<file path="src/rtl/fibo_bcd_display.sv">
// Binary-to-BCD converter (shift-and-add-3) feeding a multiplexed
// five-digit seven-segment display with leading-zero blanking.
module fibo_bcd_display #(
  parameter int unsigned REFRESH_DIV = 'd50000
) (
  input  logic        clock,
  input  logic        reset,
  input  logic        d_valid,
  input  logic [15:0] d_in,
  output logic        busy,
  output logic        bcd_valid,
  output logic [19:0] bcd,
  output logic [7:0]  drop_cnt,
  output logic [4:0]  an,
  output logic [6:0]  seg
);

  localparam int unsigned CW = (REFRESH_DIV > 1) ? $clog2(REFRESH_DIV) : 1;
  localparam logic [CW-1:0] LAST = CW'(REFRESH_DIV - 1);

  typedef enum logic [1:0] {IDLE, SHIFT, DONE} state_t;

  state_t      state;
  state_t      state_nxt;
  logic [15:0] sr;
  logic [19:0] acc;
  logic [19:0] adj;
  logic [4:0]  cnt;
  logic [CW-1:0] refresh;
  logic [2:0]  idx;
  logic [2:0]  msd;
  logic [3:0]  digit;

  // State register
  always_ff @(posedge clock or posedge reset) begin
    if (reset) state <= IDLE;
    else       state <= state_nxt;
  end

  // Next-state logic: 16 shift cycles, then one cycle to publish the result
  always_comb begin
    state_nxt = state;
    case (state)
      IDLE:    if (d_valid) state_nxt = SHIFT;
      SHIFT:   if (cnt == 5'd15) state_nxt = DONE;
      DONE:    state_nxt = IDLE;
      default: state_nxt = IDLE;
    endcase
  end

  assign busy = (state != IDLE);

  // Add 3 to every BCD digit that is 5 or more, ahead of the shift
  always_comb begin
    adj = acc;
    for (int unsigned i = 0; i < 5; i++) begin
      if (acc[i*4 +: 4] >= 4'd5) adj[i*4 +: 4] = acc[i*4 +: 4] + 4'd3;
    end
  end

  // Conversion datapath, result register and drop counter
  always_ff @(posedge clock or posedge reset) begin
    if (reset) begin
      sr        <= '0;
      acc       <= '0;
      cnt       <= '0;
      bcd       <= '0;
      bcd_valid <= 1'b0;
      drop_cnt  <= '0;
    end else begin
      bcd_valid <= 1'b0;
      case (state)
        IDLE: begin
          if (d_valid) begin
            sr  <= d_in;
            acc <= '0;
            cnt <= '0;
          end
        end
        SHIFT: begin
          {acc, sr} <= {adj[18:0], sr, 1'b0};
          cnt       <= cnt + 5'd1;
        end
        DONE: begin
          bcd       <= acc;
          bcd_valid <= 1'b1;
        end
        default: ;
      endcase
      if (d_valid && state != IDLE && drop_cnt != 8'hFF)
        drop_cnt <= drop_cnt + 8'd1;
    end
  end

  // Refresh prescaler and digit-slot index
  always_ff @(posedge clock or posedge reset) begin
    if (reset) begin
      refresh <= '0;
      idx     <= '0;
    end else if (refresh == LAST) begin
      refresh <= '0;
      idx     <= (idx == 3'd4) ? 3'd0 : idx + 3'd1;
    end else begin
      refresh <= refresh + 1'b1;
    end
  end

  // Position of the most significant non-zero digit (0 when the value is 0)
  always_comb begin
    msd = '0;
    for (int unsigned i = 1; i < 5; i++) begin
      if (bcd[i*4 +: 4] != 4'd0) msd = 3'(i);
    end
  end

  // Digit select for the active slot
  always_comb begin
    digit = '0;
    case (idx)
      3'd0:    digit = bcd[3:0];
      3'd1:    digit = bcd[7:4];
      3'd2:    digit = bcd[11:8];
      3'd3:    digit = bcd[15:12];
      3'd4:    digit = bcd[19:16];
      default: digit = '0;
    endcase
  end

  // Anode enable and segment decode with leading-zero blanking
  always_comb begin
    an  = ~(5'b00001 << idx);
    seg = 7'h7F;
    if (idx <= msd) begin
      case (digit)
        4'd0:    seg = 7'h40;
        4'd1:    seg = 7'h79;
        4'd2:    seg = 7'h24;
        4'd3:    seg = 7'h30;
        4'd4:    seg = 7'h19;
        4'd5:    seg = 7'h12;
        4'd6:    seg = 7'h02;
        4'd7:    seg = 7'h78;
        4'd8:    seg = 7'h00;
        4'd9:    seg = 7'h10;
        default: seg = 7'h7F;
      endcase
    end
  end

endmodule

</file>
<file path="config.mk">
export PLATFORM = sky130hd
export DESIGN_NAME = fibo_bcd_display
export DESIGN_NICKNAME = d
export VERILOG_FILES = /design/src/rtl/fibo_bcd_display.sv
export SDC_FILE = /design/constraint.sdc
export NUM_CORES = 1
export LEC_CHECK = 0
export ABC_AREA = 1
export CAP_MARGIN = 20
export CORE_UTILIZATION = 55
export CTS_CLUSTER_DIAMETER = 200
export DETAILED_ROUTE_END_ITERATION = 6
export GPL_TIMING_DRIVEN = 0
export PLACE_DENSITY = 0.86
export SLEW_MARGIN = 30
export SYNTH_ARGS = -nofsm -noshare
export SYNTH_HDL_FRONTEND = slang
export SYNTH_SLANG_ARGS = --single-unit
</file>
<file path="constraint.sdc">
create_clock -name clock -period 4.4 [get_ports clock]
set_clock_uncertainty 0.15 [all_clocks]
set_input_delay 0.88 -clock clock [delete_from_list [all_inputs] [get_ports clock]]
set_output_delay 0.88 -clock clock [all_outputs]
set_load 0.02 [all_outputs]
</file>
==> results of run 1 <==
[layout make-up]
class                           count  area (um^2)  share of cell area [%]
Sequential cell                    91         2280                    38.9
Multi-Input combinational cell    400         2200                    37.5
Timing Repair Buffer               61          628                    10.7
Inverter                           90          343                    5.85
Clock buffer                       12          145                    2.48
Tap cell                          108          135                    2.31
Buffer                             16         78.8                    1.35
Clock inverter                      4         50.0                   0.855
[kinds of logic after synthesis]
group	after synthesis	share of synthesized area, %
AO/OA/AOI/OAI	102	12.2
XOR/XNOR	18	3.22
adder cells (fa/ha/maj)	27	6.91
buffers and inverters	106	8.52
flip-flops	91	46.5
AND/OR/NAND/NOR	253	22.6
[path summary, 6_finish.rpt]
kind	to	depth (start not counted)	start	slack (ns)
worst max-delay path	seg[3]	15	idx[0]$_DFFE_PP0N_	0.35
worst min-delay path	refresh[0]$_DFF_PP0_	1	refresh[0]$_DFF_PP0_	0.32
worst max register to register	acc[6]$_DFFE_PP0P_	7	acc[4]$_DFFE_PP0P_	2.60
worst min register to register	refresh[0]$_DFF_PP0_	1	refresh[0]$_DFF_PP0_	0.32
max in group asynchronous	bcd[11]$_DFFE_PP0P_	3	reset	2.82
min in group asynchronous	refresh[6]$_DFF_PP0_	2	reset	0.69
[routing by layer]
metal / vias to the layer above / wire (um)
met2: 169 / 5160
met5: - / 0
met1: 2010 / 4660
met4: 0 / 121
met3: 13 / 718
li1: 2098 / -
[where the power goes]
part	switching (mW)	leakage [nW]	internal [mW]
combinational	1.26	1.58	0.913
sequential	0.208	1.18	1.10
clock	0.277	0.0926	0.278
total	1.75	2.85	2.29
[critical path, stage by stage (launching register included)]
cell             delay (ns)
dfrtp_1                0.41
inv_1                  0.12
ha_1                   0.21
buf_2                  0.17
nand2_1                0.16
inv_1                  0.08
nand2_1                0.06
nand3_1                0.09
nor2_1                 0.27
inv_1                  0.11
ha_1                   0.20
inv_1                  0.05
nand2_1                0.06
nand3_1                0.10
nand2_1                0.05
clkdlybuf4s50_1        0.54
[cells in the final DEF (no fill, tap or decap), types with 2 or more instances in the layout]
cell             netlist  routed
dfrtp_1               91      91
nand2_1              124     124
clkbuf_1               6       8
o221ai_1               7       7
nand3_2                2       2
xor2_1                14      14
inv_1                 83      82
clkinvlp_4             0       2
clkbuf_8               0      10
nand3_1               56      56
a21oi_1                7       7
nor2_1                44      44
buf_2                  9       9
o211ai_1               8       8
clkdlybuf4s50_1        0      60
nand4_1                7       7
inv_2                  7       7
o21ai_0               47      47
a31oi_1                2       2
nor2_2                 3       3
or2_2                  3       3
ha_1                  27      27
or2_1                  2       2
xnor2_1                4       4
o21ai_1               16      16
nor2_4                 2       2
nor3_1                 6       6
o22ai_1               10      10
nand2_2                3       3
[registers in the layout, indices dropped and copies added (netlist names)]
register   cells
sr            16
state          2
bcd_valid      1
idx            3
bcd           20
acc           20
cnt            5
drop_cnt       8
refresh       16
[stage by stage]
step | utilization, % | total power, mW | instance area (um^2)
global placement | 64.9 | 3.37 | 5630
detailed placement | 65.2 | 3.48 | 5660
global route | 67.5 | 4.36 | 5860
CTS | 67.5 | 4.04 | 5860
floorplan | - | 2.66 | 4890
finish | 67.5 | 4.03 | 5860
==> flow_summary.json, run 1 <==
{
  "area_delta_synth_final_pct": 19.7,
  "drive_above_1_share_pct": 7.12,
  "grt.total_usage_pct": 24.5,
  "via_per_inst": 5.49,
  "p_per_area_nw_per_um2": 689,
  "dr.pass1.iters": 5,
  "cts-root-buf": "clkbuf_8",
  "synth_top_area_cell": "dfrtp_1",
  "synth_edf_count": 0,
  "critPathArrivalTime_ns": 3.02,
  "final_nets": 715,
  "cts_resized": 0,
  "synthesis.nets": 643,
  "drt_iter0_drc": 225,
  "cts_buffer_depth": 2,
  "fp.dieW_um": 96.3,
  "wl_um": 10700,
  "min_period_over_period_pct": 92.1,
  "io_buffers": 60,
  "yosys-top-cells-area": "dfrtp_1, nand2_1, ha_1",
  "min_period_ns": 4.05,
  "met3_usage_pct": 4.58,
  "synth_flop_cell": "dfrtp_1",
  "grt_overflow": 0,
  "hold_path.class": "reg2reg",
  "die-area_um2": 9280,
  "die_y_um": 96.3,
  "yosysMostFrequentCell": "nand2_1",
  "maxCapViolCount": 0,
  "met2_usage_pct": 41.5,
  "grt_util_met1_pct": 32.3,
  "top_usage_layer": "met2",
  "yosys.area.top_type_share_pct": 46.5,
  "gp_congestion": 0.898,
  "cp_max_fo": 8,
  "critPathCaptureType": "primary output",
  "tightest_slew_ns": 0.474,
  "num_antenna_cells": 0,
  "synth.cell_area_um2": 4890,
  "hold_viol_final": 0,
  "slew_violations": 0,
  "postSynthAreaPerCell_um2": 8.19,
  "hold_buffers": 0,
  "syn_inst": 597,
  "setup_slack_ns": 0.346,
  "grt_pass1_vias": 3914,
  "critPathLaunchType": "register",
  "dpl_worst_slack_ns": 0.704,
  "cts_tree": "done",
  "initial_utilization_pct": 56.4,
  "cts_sinks": 91,
  "yosysUniqueCellTypes": 33,
  "core-area_um2": 8680,
  "holdWs_ns": 0.318,
  "yosysWarnings": 0,
  "ir_drop_v": 0.000464,
  "synth_seq_cells": 91,
  "num_vias": 4290,
  "row_count": 34,
  "status": "complete, no violations",
  "slew-limit-headroom_pct": 68.4,
  "synth_seq_area_share_pct": 46.5,
  "post-cts-setup-buffer-count": 0,
  "async_reset_ff_share_pct": 100,
  "placed_cells": 766,
  "ys_top_cells_by_count": "nand2_1, dfrtp_1, inv_1, nand3_1, o21ai_0",
  "routedWlPerCell_um": 13.6,
  "stdcell_count": 782,
  "grt_max_degree": 69,
  "h-tree-depth": 3,
  "insertion_delay_ns": 0.35,
  "critPathKind": "reg2out",
  "dp_hpwl_um": 8050,
  "max_clock_freq_ghz": 0.247,
  "cts_buffers": 9,
  "antenna_left": 0,
  "rsz0062_at_grt": "no",
  "required_ns": 3.37,
  "grt_pass1_wl_um": 17600,
  "drc": 0,
  "setup_tns_ns": 0,
  "leakagePower_nw": 2.85,
  "setup_violations": 0,
  "fillCellCount": 708,
  "antenna_found_initial": 0,
  "clk_pin_slew_ns": 0.09,
  "io_pins": 61
}
(Power assumes the default switching activity.)
==> run 2: changes to the inputs <==
- CTS_BUF_LIST: default -> sky130_fd_sc_hd__clkbuf_4
==> flow_summary.json, run 2 (synthesis gave the netlist of run 1 again) <==
{
  "status": "complete, no violations",
  "postPlaceCellArea_um2": 5660,
  "rsz0062_at_grt": "no",
  "gp_congestion": 0.898,
  "hold_viol_final": 0,
  "grt_overflow": 0,
  "reg2reg_slack_ns": 2.59,
  "drt_iter0_drc": 247,
  "fin_util_pct": 66.8,
  "clk_pin_slew_ns": 0.14,
  "cts_tree": "done",
  "tightest_slew_ns": 0.443,
  "min_period_ns": 4.12,
  "cp_max_fo": 10,
  "dr.pass1.iters": 4,
  "num_antenna_cells": 0,
  "cts_resized": 0,
  "final_area_um2": 5800,
  "io_buffers": 60,
  "die_y_um": 96.3,
  "max_clock_freq_ghz": 0.243,
  "critPathKind": "reg2out",
  "critPathCaptureType": "primary output",
  "post-cts-setup-buffer-count": 0,
  "final_nets": 715,
  "die-area_um2": 9280,
  "grt.total_usage_pct": 24.5,
  "area_delta_synth_final_pct": 18.5,
  "wl_um": 10500,
  "insertion_delay_ns": 0.44,
  "via_per_inst": 5.45,
  "slew-limit-headroom_pct": 70.5,
  "initial_utilization_pct": 56.4,
  "critPathLaunchType": "register",
  "cts_buffers": 9,
  "setup_violations": 0,
  "io_pins": 61,
  "worstRegToRegCells": 7,
  "required_ns": 3.37,
  "leakagePower_nw": 2.83,
  "num_vias": 4258,
  "min_to": "refresh[0]$_DFF_PP0_",
  "grt_max_degree": 69,
  "p_per_area_nw_per_um2": 676,
  "hold_start": "refresh[0]$_DFF_PP0_",
  "cts-root-buf": "clkbuf_4",
  "slew_violations": 0,
  "routedWlPerCell_um": 13.5,
  "maxCapViolCount": 0,
  "setup_tns_ns": 0,
  "grt_pass1_vias": 3919,
  "r2r-end": "acc[6]$_DFFE_PP0P_",
  "hold_path.class": "reg2reg",
  "reg_top3": "acc (20), bcd (20)",
  "critPathArrivalTime_ns": 3.09,
  "antenna_found_initial": 0,
  "grt_pass1_wl_um": 17500,
  "final_cell_mix": "nand2_1, dfrtp_1, inv_1",
  "hold_buffers": 0,
  "cts_sinks": 91,
  "drc": 0,
  "core-area_um2": 8680,
  "ir_drop_v": 0.000455,
  "fp.dieW_um": 96.3,
  "h-tree-depth": 3,
  "r2r_start": "acc[4]$_DFFE_PP0P_",
  "final_common_cell": "nand2_1",
  "cts_buffer_depth": 2,
  "antenna_left": 0,
  "holdPathStages": 1,
  "drive_above_1_share_pct": 7.42,
  "min_period_over_period_pct": 93.6,
  "dp_hpwl_um": 8050,
  "row_count": 34
}
## run 2: worst max-delay path, stage by stage (launching register included)
cell and delay [ns]:
dfrtp_1 0.50, inv_2 0.11, buf_6 0.16, ha_1 0.23
inv_1 0.14, o21ai_1 0.12, nor2_4 0.18, inv_1 0.10
ha_1 0.28, inv_1 0.03, nand2_1 0.07, nand3_1 0.07
nand2_1 0.07, clkdlybuf4s50_1 0.59
## run 2: power by group
group	switching (mW)	internal [mW]	total, mW
combinational	1.26	0.912	2.17
clock	0.266	0.183	0.449
sequential	0.207	1.10	1.30
total	1.73	2.19	3.92
## run 2: layout make-up
| cell class | instances | area (um^2) |
|---|---|---|
| buffer | 16 | 78.8 |
| clock buffer | 11 | 82.6 |
| clock inverter | 5 | 53.8 |
| fill | 722 | 2880 |
| inverter | 90 | 343 |
| multi-input combinational | 400 | 2200 |
| sequential | 91 | 2280 |
| tap | 108 | 135 |
| timing repair buffer | 61 | 628 |
## run 2: per-stage QoR
step | power, mW | setup slack [ns] | cells | hold WS (ns)
after floorplan | 2.66 | 1.01 | 597 | 0.282
after global placement | 3.37 | -0.255 | 765 | 0.293
after detailed placement | 3.48 | 0.704 | 766 | 0.307
after CTS | 3.93 | 0.198 | 782 | 0.325
after global routing | 4.25 | 0.107 | 782 | 0.356
final | 3.92 | 0.283 | 782 | 0.326
## run 2: routing by layer
layer  vias up  wire (um)  global-route usage [%]
li1       2101          -                       -
met1      2011       4740                    32.4
met2       131       5130                    41.0
met3        15        528                    2.76
met4         0        140                    10.0
met5         -          0                       0
## run 2: worst max path at each step
stage | from | to | slack (ns)
2_1_floorplan | reset | acc[0]$_DFFE_PP0P_ | 1.01
6_report | idx[2]$_DFFE_PP0N_ | seg[3] | 0.28
4_1_cts | idx[0]$_DFFE_PP0N_ | seg[3] | 0.20
3_5_place_dp | idx[0]$_DFFE_PP0N_ | seg[3] | 0.70
3_3_place_gp | reset | bcd[15]$_DFFE_PP0P_ | -0.26
5_1_grt | idx[0]$_DFFE_PP0N_ | seg[3] | 0.11
==> run 3: changes to the inputs <==
- CTS_CLUSTER_SIZE: default -> 20
==> results of run 3 <==
Final layout, timing and power as in run 2 (identical DEF).
